## config.mk

```make
export PLATFORM = sky130hd
export DESIGN_NAME = bnn_weight_loader
export DESIGN_NICKNAME = d
export VERILOG_FILES = /design/src/rtl/bnn_weight_loader_pkg.sv /design/src/rtl/bnn_byte_fifo.sv /design/src/rtl/bnn_weight_loader.sv
export SDC_FILE = /design/constraint.sdc
export NUM_CORES = 1
export LEC_CHECK = 0
export CORE_MARGIN = 5
export CORE_UTILIZATION = 40
export DETAILED_ROUTE_END_ITERATION = 8
export GPL_TIMING_DRIVEN = 0
export PLACE_DENSITY = 0.7
export RECOVER_POWER = 100
export SLEW_MARGIN = 0
export SYNTH_ARGS = -nofsm -noshare
export SYNTH_HDL_FRONTEND = slang
export SYNTH_SLANG_ARGS = --single-unit
```

## constraint.sdc

```tcl
create_clock -name clk -period 2.75 [get_ports clk]
set_clock_uncertainty 0.05 [all_clocks]
set_input_delay 0.825 -clock clk [delete_from_list [all_inputs] [get_ports clk]]
set_output_delay 0.825 -clock clk [all_outputs]
set_load 0.01 [all_outputs]
```

## src/rtl/bnn_weight_loader_pkg.sv

```systemverilog
// Shared types and constants for the BNN weight loader: FSM encoding,
// default frame length and nibble/index widths.
package bnn_weight_loader_pkg;

    localparam int unsigned NUM_NEURONS_DEFAULT = 12;
    localparam int unsigned NIB_W               = 4;
    localparam int unsigned IDX_W               = 5;

    typedef enum logic [2:0] {
        ST_IDLE,
        ST_WAIT,
        ST_LOW,
        ST_HIGH,
        ST_DONE
    } state_e;

endpackage

```

## src/rtl/bnn_byte_fifo.sv

```systemverilog
// Small power-of-two byte FIFO; push is ignored when full and pop when empty,
// and the head entry is read combinationally from registered storage.
module bnn_byte_fifo #(
    parameter int unsigned DEPTH = 2,
    parameter int unsigned WIDTH = 8
) (
    input  logic                     clk,
    input  logic                     reset,
    input  logic                     push,
    input  logic                     pop,
    input  logic [WIDTH-1:0]         din,
    output logic [WIDTH-1:0]         dout,
    output logic                     full,
    output logic                     empty,
    output logic [$clog2(DEPTH):0]   count
);

    localparam int unsigned AW = $clog2(DEPTH);
    localparam int unsigned CW = AW + 1;

    logic [WIDTH-1:0] mem_q [DEPTH];
    logic [WIDTH-1:0] mem_d [DEPTH];
    logic [AW-1:0]    wr_ptr_q, wr_ptr_d;
    logic [AW-1:0]    rd_ptr_q, rd_ptr_d;
    logic [CW-1:0]    count_q, count_d;
    logic             push_ok, pop_ok;

    assign full  = (count_q == CW'(DEPTH));
    assign empty = (count_q == '0);
    assign count = count_q;
    assign dout  = mem_q[rd_ptr_q];

    always_comb begin
        push_ok  = push && !full;
        pop_ok   = pop && !empty;
        mem_d    = mem_q;
        wr_ptr_d = wr_ptr_q;
        rd_ptr_d = rd_ptr_q;
        count_d  = count_q;
        // Pointers wrap naturally because DEPTH is a power of two.
        if (push_ok) begin
            mem_d[wr_ptr_q] = din;
            wr_ptr_d        = wr_ptr_q + AW'(1);
        end
        if (pop_ok) begin
            rd_ptr_d = rd_ptr_q + AW'(1);
        end
        case ({push_ok, pop_ok})
            2'b10:   count_d = count_q + CW'(1);
            2'b01:   count_d = count_q - CW'(1);
            default: count_d = count_q;
        endcase
    end

    always_ff @(posedge clk) begin
        if (reset) begin
            mem_q    <= '{default: '0};
            wr_ptr_q <= '0;
            rd_ptr_q <= '0;
            count_q  <= '0;
        end else begin
            mem_q    <= mem_d;
            wr_ptr_q <= wr_ptr_d;
            rd_ptr_q <= rd_ptr_d;
            count_q  <= count_d;
        end
    end

endmodule

```

## src/rtl/bnn_weight_loader.sv

```systemverilog
// Streams a frame of weight bytes into a BNN weight port as low/high nibble
// pairs, one neuron per pair, with a small byte buffer on the input side.
import bnn_weight_loader_pkg::*;

module bnn_weight_loader #(
    parameter int unsigned NUM_NEURONS = NUM_NEURONS_DEFAULT,
    parameter int unsigned FIFO_DEPTH  = 2
) (
    input  logic             clk,
    input  logic             reset,
    input  logic             start,
    input  logic             s_valid,
    output logic             s_ready,
    input  logic [7:0]       s_data,
    output logic             load_en,
    output logic [NIB_W-1:0] nib_out,
    output logic [IDX_W-1:0] neuron_idx,
    output logic             busy,
    output logic             done
);

    localparam int unsigned       CW   = $clog2(FIFO_DEPTH) + 1;
    localparam logic [IDX_W-1:0]  NN   = IDX_W'(NUM_NEURONS);
    localparam logic [IDX_W-1:0]  LAST = IDX_W'(NUM_NEURONS - 1);

    state_e           state_q, state_d;
    logic [IDX_W-1:0] acc_cnt_q, acc_cnt_d;
    logic [IDX_W-1:0] idx_q, idx_d;

    logic             push, pop;
    logic             fifo_full, fifo_empty;
    logic [CW-1:0]    fifo_count;
    logic [7:0]       fifo_head;

    bnn_byte_fifo #(
        .DEPTH (FIFO_DEPTH),
        .WIDTH (8)
    ) u_fifo (
        .clk   (clk),
        .reset (reset),
        .push  (push),
        .pop   (pop),
        .din   (s_data),
        .dout  (fifo_head),
        .full  (fifo_full),
        .empty (fifo_empty),
        .count (fifo_count)
    );

    assign neuron_idx = idx_q;

    always_comb begin
        state_d   = state_q;
        acc_cnt_d = acc_cnt_q;
        idx_d     = idx_q;
        pop       = 1'b0;
        load_en   = 1'b0;
        nib_out   = '0;
        done      = 1'b0;
        busy      = (state_q != ST_IDLE);
        s_ready   = (state_q == ST_WAIT || state_q == ST_LOW || state_q == ST_HIGH)
                    && !fifo_full && (acc_cnt_q < NN);
        push      = s_valid && s_ready;
        if (push) begin
            acc_cnt_d = acc_cnt_q + IDX_W'(1);
        end

        case (state_q)
            ST_IDLE: begin
                if (start) begin
                    state_d   = ST_WAIT;
                    acc_cnt_d = '0;
                    idx_d     = '0;
                end
            end
            ST_WAIT: begin
                if (!fifo_empty) begin
                    state_d = ST_LOW;
                end
            end
            ST_LOW: begin
                load_en = 1'b1;
                nib_out = fifo_head[NIB_W-1:0];
                state_d = ST_HIGH;
            end
            ST_HIGH: begin
                load_en = 1'b1;
                nib_out = fifo_head[2*NIB_W-1:NIB_W];
                pop     = 1'b1;
                if (idx_q < NN) begin
                    idx_d = idx_q + IDX_W'(1);
                end
                // A byte pushed in the same cycle as the pop keeps the pair stream gapless.
                if (idx_q == LAST) begin
                    state_d = ST_DONE;
                end else if (fifo_count > CW'(1) || push) begin
                    state_d = ST_LOW;
                end else begin
                    state_d = ST_WAIT;
                end
            end
            ST_DONE: begin
                done    = 1'b1;
                state_d = ST_IDLE;
            end
            default: state_d = ST_IDLE;
        endcase
    end

    always_ff @(posedge clk) begin
        if (reset) begin
            state_q   <= ST_IDLE;
            acc_cnt_q <= '0;
            idx_q     <= '0;
        end else begin
            state_q   <= state_d;
            acc_cnt_q <= acc_cnt_d;
            idx_q     <= idx_d;
        end
    end

endmodule

```

Yosys cells after proc, flatten, opt, wreduce, memory -nomap -nowiden
Cells that the tools add are included.

storage, ports and cells
  flip-flop bits (word level) = 33

cells by class
  $add $sub $neg = 6
  $lt $le $gt $ge = 6
  equal/unequal tests = 11
  muxes and demuxes = 22
  bitwise gates (word level) = 2
  reduce and logical (&&, ||, !) cells = 19

operator list
  operator                                              count
  2-to-1 mux 8 bit                                      4
  2-to-1 mux 5 bit                                      5
  bitwise mux 16 bit                                    1
  one-hot mux 3 bit (4 select lines)                    1
  adder 5 x 1 -> 5 bit (second input constant)          2
  < comparator 5 x 4 -> 1 bit (second input constant)   2
  one-hot mux 5 bit (2 select lines)                    1
  2-to-1 mux 3 bit                                      3
  demux 8 bit (select 1 bit)                            1
  one-hot mux 4 bit (2 select lines)                    1
  equality test 3 x 2 -> 1 bit (second input constant)  2
  logical AND 1 bit                                     6
  equality test 5 x 4 -> 1 bit (second input constant)  1
  equality test 2 bit (second input constant)           2
  >= comparator 2 bit (second input constant)           2
  != test 2 bit (second input constant)                 2
  inverter 1 -> 2 bit                                   2
  one-hot mux 2 bit (2 select lines)                    1
  nonzero test 2 bit                                    2
  equality test 3 x 1 -> 1 bit (second input constant)  1
  equality test 3 bit (second input constant)           1
  logical NOT 3 bit                                     1
  logical OR 1 bit                                      3
  2-to-1 mux 1 bit                                      3
  14 further kinds                                      16

Longest topological paths before layout
Gate-level depths: netlist of the first run.

  word-level depth = 10
  gate-level depth with buffers = 9

Hierarchy
A second synthesis of the first run with hierarchy kept.

second synthesis, totals
  cells, all modules = 189
  area total of the unflattened synthesis = 1712.9 sq um

by module, submodules not included
  module             instances  cells an instance  area each (sq um)  seq. area each (sq um)
  bnn_byte_fifo      1          100                945.9              400.4
  bnn_weight_loader  1          89                 767.0              260.2

Worst setup path after synthesis of the first run
No wires, ideal clock.

  kind = reg-to-output
  start point = reg u_fifo.rd_ptr_q
  end point = out nib_out[0]
  data arrival time = 1.256 ns
  setup slack = 0.619 ns
  cell stages (with the launch flop) = 4
  buffers on the path = 1
  cell sequence = dfxtp_1 -> clkbuf_1 -> mux4_2 -> and2_1

on the way
  word-level cells in the longest chain between the ends = 5

RTL lines
  item                                                 RTL line                 RTL
  start: declaration                                   bnn_byte_fifo.sv:24      logic [AW-1:0] rd_ptr_q, rd_ptr_d;
  start signal: assignment                             bnn_byte_fifo.sv:64      rd_ptr_q <= rd_ptr_d;
  inverter 1 -> 2 bit (not written as such)            bnn_byte_fifo.sv:31      assign dout = mem_q[rd_ptr_q];
  2-to-1 mux 8 bit (not written as such) (3 in a row)  bnn_byte_fifo.sv:31
  one-hot mux 4 bit (2 select lines)                   bnn_weight_loader.sv:68  case (state_q)
  end: declaration                                     bnn_weight_loader.sv:16  output logic [NIB_W-1:0] nib_out,

Every way passes these cells. The select of a mux whose other input is x is not followed.

Worst setup path in the final report of the first run
Ends and elaborated chain as after synthesis.

==> results of run 1 <==
==> worst max-delay path by stage <==
stage / startpoint / end / slack, ns / depth (start not counted)
after floorplan: u_fifo.rd_ptr_q / nib_out[0] / 0.62 / 3
after global placement: u_fifo.rd_ptr_q / nib_out[1] / 0.06 / 4
after detailed placement: s_valid / u_fifo.count[0] / 0.04 / 7
after CTS: u_fifo.rd_ptr_q / nib_out[1] / 0.02 / 3
after global routing: u_fifo.rd_ptr_q / nib_out[0] / 0.006 / 3
final: u_fifo.rd_ptr_q / nib_out[0] / 0.06 / 3
==> state kept, by name, indices dropped and copies added (netlist names) <==
name             flops
neuron_idx           5
u_fifo.rd_ptr_q      1
u_fifo.wr_ptr_q      1
state_q              3
u_fifo.mem_q        16
acc_cnt_q            5
u_fifo.count         2
==> cell usage after synthesis <==
cell	n	area (um2)
dfxtp_1	33	661
nor2_1	24	90.1
a21oi_1	11	55.1
nand2_1	10	37.5
o21ai_0	10	50.1
mux2i_1	9	90.1
ha_1	6	75.1
inv_1	6	22.5
clkbuf_1	5	18.8
xor2_1	5	43.8
and2_1	4	25.0
mux4_2	4	90.1
nand2b_1	4	25.0
buf_6	3	33.8
nand3_1	3	15.0
nor3_1	3	15.0
a211oi_1	2	15.0
a41oi_1	2	17.5
buf_2	2	10.0
nand3b_1	2	15.0
nand4_1	2	12.5
nor3b_1	2	15.0
xnor2_1	2	17.5
a211oi_2	1	12.5
a2bb2oi_1	1	8.76
and3_1	1	6.26
and3b_2	1	10.0
nand2_2	1	6.26
nand3_2	1	10.0
nand4bb_1	1	11.3
nor2b_1	1	6.26
nor4b_4	1	23.8
o21ba_2	1	10.0
o31ai_1	1	7.51
==> metrics by stage <==
stage | total power, W | hold WS (ns) | cells | worst slack, ns
3_3_place_gp | 0.000759 | 0.409 | 236 | 0.0558
2_1_floorplan | 0.000692 | 0.400 | 165 | 0.619
5_1_grt | 0.00116 | 0.448 | 243 | 0.00558
6_report | 0.00110 | 0.427 | 243 | 0.0556
3_5_place_dp | 0.000770 | 0.420 | 236 | 0.0401
4_1_cts | 0.00112 | 0.430 | 243 | 0.0224
==> area by class of cell <==
| class | instances | share of cell area [%] |
|---|---|---|
| Clock inverter | 2 | 0.519 |
| Timing Repair Buffer | 23 | 11.9 |
| Inverter | 6 | 1.17 |
| Clock buffer | 6 | 3.76 |
| Tap cell | 48 | 3.11 |
| Multi-Input combinational cell | 116 | 41.8 |
| Buffer | 9 | 3.18 |
| Sequential cell | 33 | 34.5 |
==> per-layer routing <==
layer / track usage (%) / part of all wire, %
met4: 6.76 / 1.6
met3: 3.88 / 3.8
met1: 14.2 / 42
met2: 23.5 / 53
met5: 0 / 0
==> layout by cell type (no fill, tap or decap), types with 5 or more instances in the layout <==
| cell | instances |
|---|---|
| dfxtp_1 | 31 |
| ha_1 | 6 |
| nand2_1 | 11 |
| clkdlybuf4s50_1 | 11 |
| inv_1 | 6 |
| dlygate4sd3_1 | 9 |
| clkbuf_8 | 5 |
| o21ai_0 | 10 |
| a21oi_1 | 11 |
| clkbuf_1 | 5 |
| mux2i_1 | 9 |
| nor2_1 | 24 |
| xor2_1 | 5 |
==> worst max-delay path, delay by kind of cell, from the launching register on <==
family	cells	cell delay [ns]
DFF	1	0.40
muxes	1	0.50
and+or+nand+nor	1	0.17
buffers and inverters	1	0.47
==> what timing repair did <==
| action | in CTS | in global routing |
|---|---|---|
| resized for setup | 8 | 2 |
| pin swaps | 0 | 0 |
| setup endpoints to repair | 5 | 1 |
==> kinds of logic (layout without fill, tap and decap cells) <==
logic type      count (synthesis)  after routing
simple gates                   61             61
xor+xnor                        7              7
flops                          33             33
compound gates                 29             29
fa+ha+maj                       6              6
buf+inv                        16             46
mux                            13             13
==> power by group <==
| part | switching [W] | total (W) | leakage (nW) | internal, W |
|---|---|---|---|---|
| Sequential | 0.0000168 | 0.000522 | 0.268 | 0.000505 |
| Combinational | 0.000121 | 0.000229 | 0.496 | 0.000107 |
| Clock | 0.000174 | 0.000350 | 0.0450 | 0.000175 |
| Total | 0.000312 | 0.00110 | 0.809 | 0.000788 |
==> run summary, run 1 <==
The worst supply voltage drop on vdd came out at 0.281 mV. The area inside the core boundary came out at 0.00372 mm2. The utilization after layout came out at 51.9%.

The flow ran to the end, and the final reports show no timing, DRC or antenna violations. The first global-routing pass estimated 5.35 mm of wire. The floorplan step set the die height to 72.5 um. The arrival time of the worst setup path is 1.82 ns. Counting along the longest clock path gives a buffer depth of 2. The total nets after synthesis is 183. The filler cell count in the final layout came out at 368. The final weighted congestion in routability-driven placement is 0.804.

The share of the cycle needed by the critical path after routing is 98.0%. The cell with the largest stage delay on the worst path is mux4_2. The worst register-to-register path ends at u_fifo.count[0]. Of all nets on the critical path, the largest fanout is 5. In this run the static leakage power is 0.809 nW.

The detailed router's first-iteration violation count came out at 63. The synthesized netlist devotes 11.3% of its cell area to compound gates. The transition at the pin with the smallest max-transition slack is 0.568 ns.

At the later pin of the worst-skew pair, clock insertion delay measures 0.29 ns. The class of the tightest hold or removal check is reg -> reg. Detailed routing inserted a total of 1265 vias. The post-route antenna net violation count came out at 0.

STA classifies the critical path startpoint as a register. The overall fraction of global-route tracks in use is 13.2%. The pre-antenna-repair detailed-routing pass consisted of 4 iterations. The Yosys step of the flow raised 0 warnings.

The smallest clock period supported by the final layout is computed as 2.69 ns. In this run the critical register-to-register path is launched from u_fifo.count[0]. Using the TritonRoute via totals, the vias-per-cell ratio works out to 5.21. The placed wire-length estimate after detailed placement is 2.47 mm. The total of hold buffers inserted after clock tree synthesis is 0. The TritonCTS clock tree is yes. Of the total synthesized cell area, the portion taken by full adders, half adders and majority gates is 4.80%.

After synthesis, the largest family of logic cells by area is simple AND/OR/NAND/NOR gates. Registers take 666 um2. The I/O pin total is 25. The cell sitting at the root of the clock tree is a clkbuf_8. The area growth from synthesis to layout is 23.5%. The required time at the endpoint of the critical path is 1.88 ns. The row count came out at 22. The width of the die came out at 72.5 um. The category of the critical setup timing path is reg -> out. The worst hold path stage count is 2. The number of diodes came out at 0. The number of max-cap violations came out at 0. The count of endpoints failing hold in the final timing report came out at 0. Entering global routing, the biggest net connects 11 pins. The clock transition at the registers of the reported paths came out at 0.07 ns. The post-detailed-routing wire length is 3.31 mm.

The number of nets in the final layout came out at 212. The total standard cell area after synthesis is 0.00156 mm2. The flop and latch count out of synthesis is 33. The H-tree was split into 2 levels. The instance area after placement came out at 0.00185 mm2. The count of unresolved DRC violations after routing came out at 0. The number of global-route vias before repair came out at 1218. Counting the buffers created by CTS gives 5. The per-instance average area after synthesis came out at 9.47 um2. Setup total negative slack on the finished layout was measured at 0 ns. STA classifies the critical path endpoint as an output port.

Once layout is done, the placed cells without fillers occupy 0.00193 mm2. After Yosys synthesis, XOR and XNOR cells account for 3.92% of the synthesized area. The overflow left after global routing is 0. The post-synthesis simple-gate area fraction came out at 20.7%. The initial standard-cell utilization of the core is 42.1%. Measured against the total synthesized area, the mux share comes to 11.5%. In this run the most critical hold path is launched from u_fifo.mem_q[8]. The final number of max-transition violations was 0. On the worst path, the slowest cell contributes a delay of 0.50 ns.

After clock tree synthesis, the setup repair step added 0 buffers. Traced cell by cell, the critical path runs through mux4_2, and2_1, clkdlybuf4s50_1. The area used by multi-input combinational logic came out at 807 um2. The instance count of the mapped netlist came out at 165.

The share of final-layout standard cells stronger than drive strength 1 is 11.3%. The depth of the worst register-to-register path came out at 8. The initial antenna violation count came out at 0. The post-synthesis cell type count is 34. The final routed wire length divided by cell count came out at 13.6 um. The area enclosed by the die boundary came out at 0.00526 mm2.

Setup repair after global routing left no endpoint under its margin. The sequential-to-total area share from yosys stat came out at 42.3%. The setup check on the worst reg-to-reg path leaves a slack of 0.53 ns. The clock sink count is 33. The remaining max-slew budget at the tightest pin is 62.0%.

The path with the worst hold slack has its endpoint at u_fifo.mem_q[8]. The number of endpoints failing setup at the final stage is 0. The number of buffer cells added on primary ports came out at 23. The maximum clock frequency came out at 371 MHz. The power density of the placed cells is 570 mW/mm2.
Power figures use the tool's default switching activity.
==> run 2, diff against run 1 <==
GPL_TIMING_DRIVEN = not set   (was 0)
==> run 2 against run 1 <==
Net effect: global-route usage increased by 0.067 points; sequential cell count unchanged; register-to-register slack improved by 0.04 ns; cell area increased by 0.78%; cell count decreased by 1.2%; clock power increased by 32%; count of clock-buffer cells in the layout increased by 1; setup slack improved by 0.021 ns; sequential power increased by 1%; critical path depth unchanged; non-clock buffer count decreased by 3; critical endpoint unchanged; sequential share of layout area decreased by 0.33 points.
==> run summary, run 2 (same netlist as run 1, synthesis figures left out) <==
Outcome: complete, no violations (unchanged). The placed wire-length estimate after detailed placement is 2.45 mm (was 2.47 mm). The initial antenna violation count came out at 0 (unchanged). The biggest fanout along the worst timing path was 5 (unchanged).

The vertical die dimension is 72.5 um (unchanged). The transition at the pin with the smallest max-transition slack came to 1.04 ns (was 0.568 ns). The maximum level of the CTS H-tree is 2 (unchanged). The arrival time of the worst setup path was 1.80 ns (was 1.82 ns). Highest-count cells in the layout ignoring fill and taps: dfxtp_1 (32), nor2_1 (24), clkdlybuf4s50_1 (13) (was dfxtp_1 (31), nor2_1 (24), nand2_1 (11), a21oi_1 (11), clkdlybuf4s50_1 (11)). The number of buffer cells added on primary ports came out at 24 (was 23). The final number of max-transition violations came out at 0 (unchanged). The required time at the endpoint of the critical path came to 1.88 ns (about the same). The wire length of the first global-routing pass came to 5.55 mm (was 5.35 mm). The final routed wire length divided by cell count came out at 13.8 um (was 13.6 um). The clock transition at the registers of the reported paths is 0.06 ns (was 0.07 ns).

The remaining max-slew budget at the tightest pin came out at 30.4% (was 62.0%). The category of the worst setup path capture point is an output port (unchanged). The setup TNS after final layout was 0 ns (unchanged).

The clock sink count is 33 (unchanged). The final critical delay including setup and external delays came out at 2.67 ns (was 2.69 ns). The row count is 22 (unchanged).

The number of global-route vias before repair came out at 1240 (was 1218). The buffer cell driving the clock tree root was clkbuf_8 (unchanged). The number of max-cap violations came to 0 (unchanged). The I/O pin total came out at 25 (unchanged). The post-route antenna net violation count came out at 0 (unchanged). The depth of the worst register-to-register path came out at 6 (was 8). The number of buffers on the longest clock path is 2 (unchanged). The number of clock buffers inserted by TritonCTS is 5 (unchanged). The largest register by flop count is u_fifo.mem_q (unchanged). The via density per instance is 5.19 (was 5.21). The count of endpoints failing hold in the final timing report is 0 (unchanged). The power density of the placed cells came to 618 mW/mm2 (was 570 mW/mm2). The total of hold buffers inserted after clock tree synthesis is 0 (unchanged). The post-route worst setup slack is 0.0765 ns (was 0.0556 ns). The maximum number of pins on one net before global-route repair came out at 25 (was 11). The clock latency reported for the late side of the worst-skew pair was 0.28 ns (was 0.29 ns). The number of diodes came out at 0 (unchanged). The count of unresolved DRC violations after routing came out at 0 (unchanged). The static leakage came out at 0.794 nW (was 0.809 nW). The most frequent standard cell in the layout excluding fill and tap cells is dfxtp_1 (unchanged).

The worst setup slack before clock tree synthesis is 0.219 ns (was 0.0401 ns). The initial standard-cell utilization of the core is 42.1% (unchanged). The overflow left after global routing was 0 (unchanged). The worst supply voltage drop on vdd is 0.299 mV (was 0.281 mV). The area enclosed by the die boundary came to 0.00526 mm2 (unchanged). The TritonCTS clock tree is yes (unchanged). The width of the die is 72.5 um (unchanged). The category of the critical setup timing path is reg -> out (unchanged). The post-detailed-routing wire length was 3.30 mm (was 3.31 mm). The number of endpoints failing setup at the final stage came to 0 (unchanged). The startpoint kind of the worst setup timing path is a register (unchanged). RSZ-0062 raised after global routing: false (unchanged). The maximum clock frequency is 374 MHz (was 371 MHz). The final weighted congestion in routability-driven placement came to 0.817 (was 0.804).

The filler cell count in the final layout is 356 (was 368). The class of the tightest hold or removal check is reg -> reg (unchanged). The share of final-layout standard cells stronger than drive strength 1 is 10.4% (was 11.3%).

The overall fraction of global-route tracks in use is 13.3% (was 13.2%). The worst hold path stage count is 2 (unchanged). The area growth from synthesis to final layout is 24.4% (was 23.5%). The share of the cycle needed by the critical path after routing is 97.2% (was 98.0%). The number of iterations in the first detailed-routing pass is 4 (unchanged).

The total power came out at 0.00120 W (was 0.00110 W). The total via count after detailed routing was 1246 (was 1265). The number of nets in the final layout is 209 (was 212).

The flip-flop count of the largest register after layout came to 16 (unchanged). The detailed router's first-iteration violation count is 90 (was 63). The area inside the core boundary came to 0.00372 mm2 (unchanged).
[run 2: power breakdown]
group          switching, W  internal [W]
clock              0.000166      0.000295
sequential        0.0000242      0.000505
combinational      0.000112     0.0000991
total              0.000303      0.000899
[run 2: metal layers]
| metal | share of wire, % | global-route usage, % |
|---|---|---|
| met1 | 45 | 16.1 |
| met2 | 50 | 21.7 |
| met3 | 3.7 | 3.19 |
| met4 | 1.7 | 7.17 |
| met5 | 0 | 0 |
[run 2: worst paths after layout]
kind,from,end,slack [ns]
worst max-delay path,u_fifo.rd_ptr_q,nib_out[0],0.08
worst min-delay path,u_fifo.mem_q[12],u_fifo.mem_q[12],0.42
worst max register to register,u_fifo.count[0],u_fifo.mem_q[3],0.57
worst min register to register,u_fifo.mem_q[12],u_fifo.mem_q[12],0.42
[run 2: what timing repair did]
| action | CTS | global route |
|---|---|---|
| resized for setup | 2 | 1 |
| hold endpoints to repair | 0 | 0 |
| setup buffers | 0 | 0 |
| endpoints found under the setup margin | 4 | 3 |
[run 2: final cells by class]
type / count / area [um2] / share of cell area, %
inverter: 6 / 22.5 / 1.16
multi-input combinational: 116 / 812 / 41.8
timing repair buffer: 29 / 269 / 13.8
clock buffer: 7 / 86.3 / 4.44
clock inverter: 1 / 30.0 / 1.54
sequential: 33 / 664 / 34.2
tap: 48 / 60.1 / 3.09
[run 2: per-stage QoR]
step | hold slack [ns] | std cells | instance area (um2) | util [%]
5_1_grt | 0.450 | 240 | 1940 | 52.3
2_1_floorplan | 0.400 | 165 | 1560 | -
6_report | 0.424 | 240 | 1940 | 52.3
3_5_place_dp | 0.419 | 232 | 1840 | 49.5
3_3_place_gp | 0.410 | 232 | 1840 | 49.5
4_1_cts | 0.428 | 240 | 1950 | 52.6
[run 2: worst max-delay path: stages, from the launching register on]
cell and delay (ns):
dfxtp_4 0.39, mux4_2 0.50, and2_1 0.16, clkdlybuf4s50_1 0.47
==> run 3, diff against run 2 <==
SLEW_MARGIN = 20   (was 0)
==> results of run 3 <==
Final layout, timing and power as in run 2 (identical DEF).
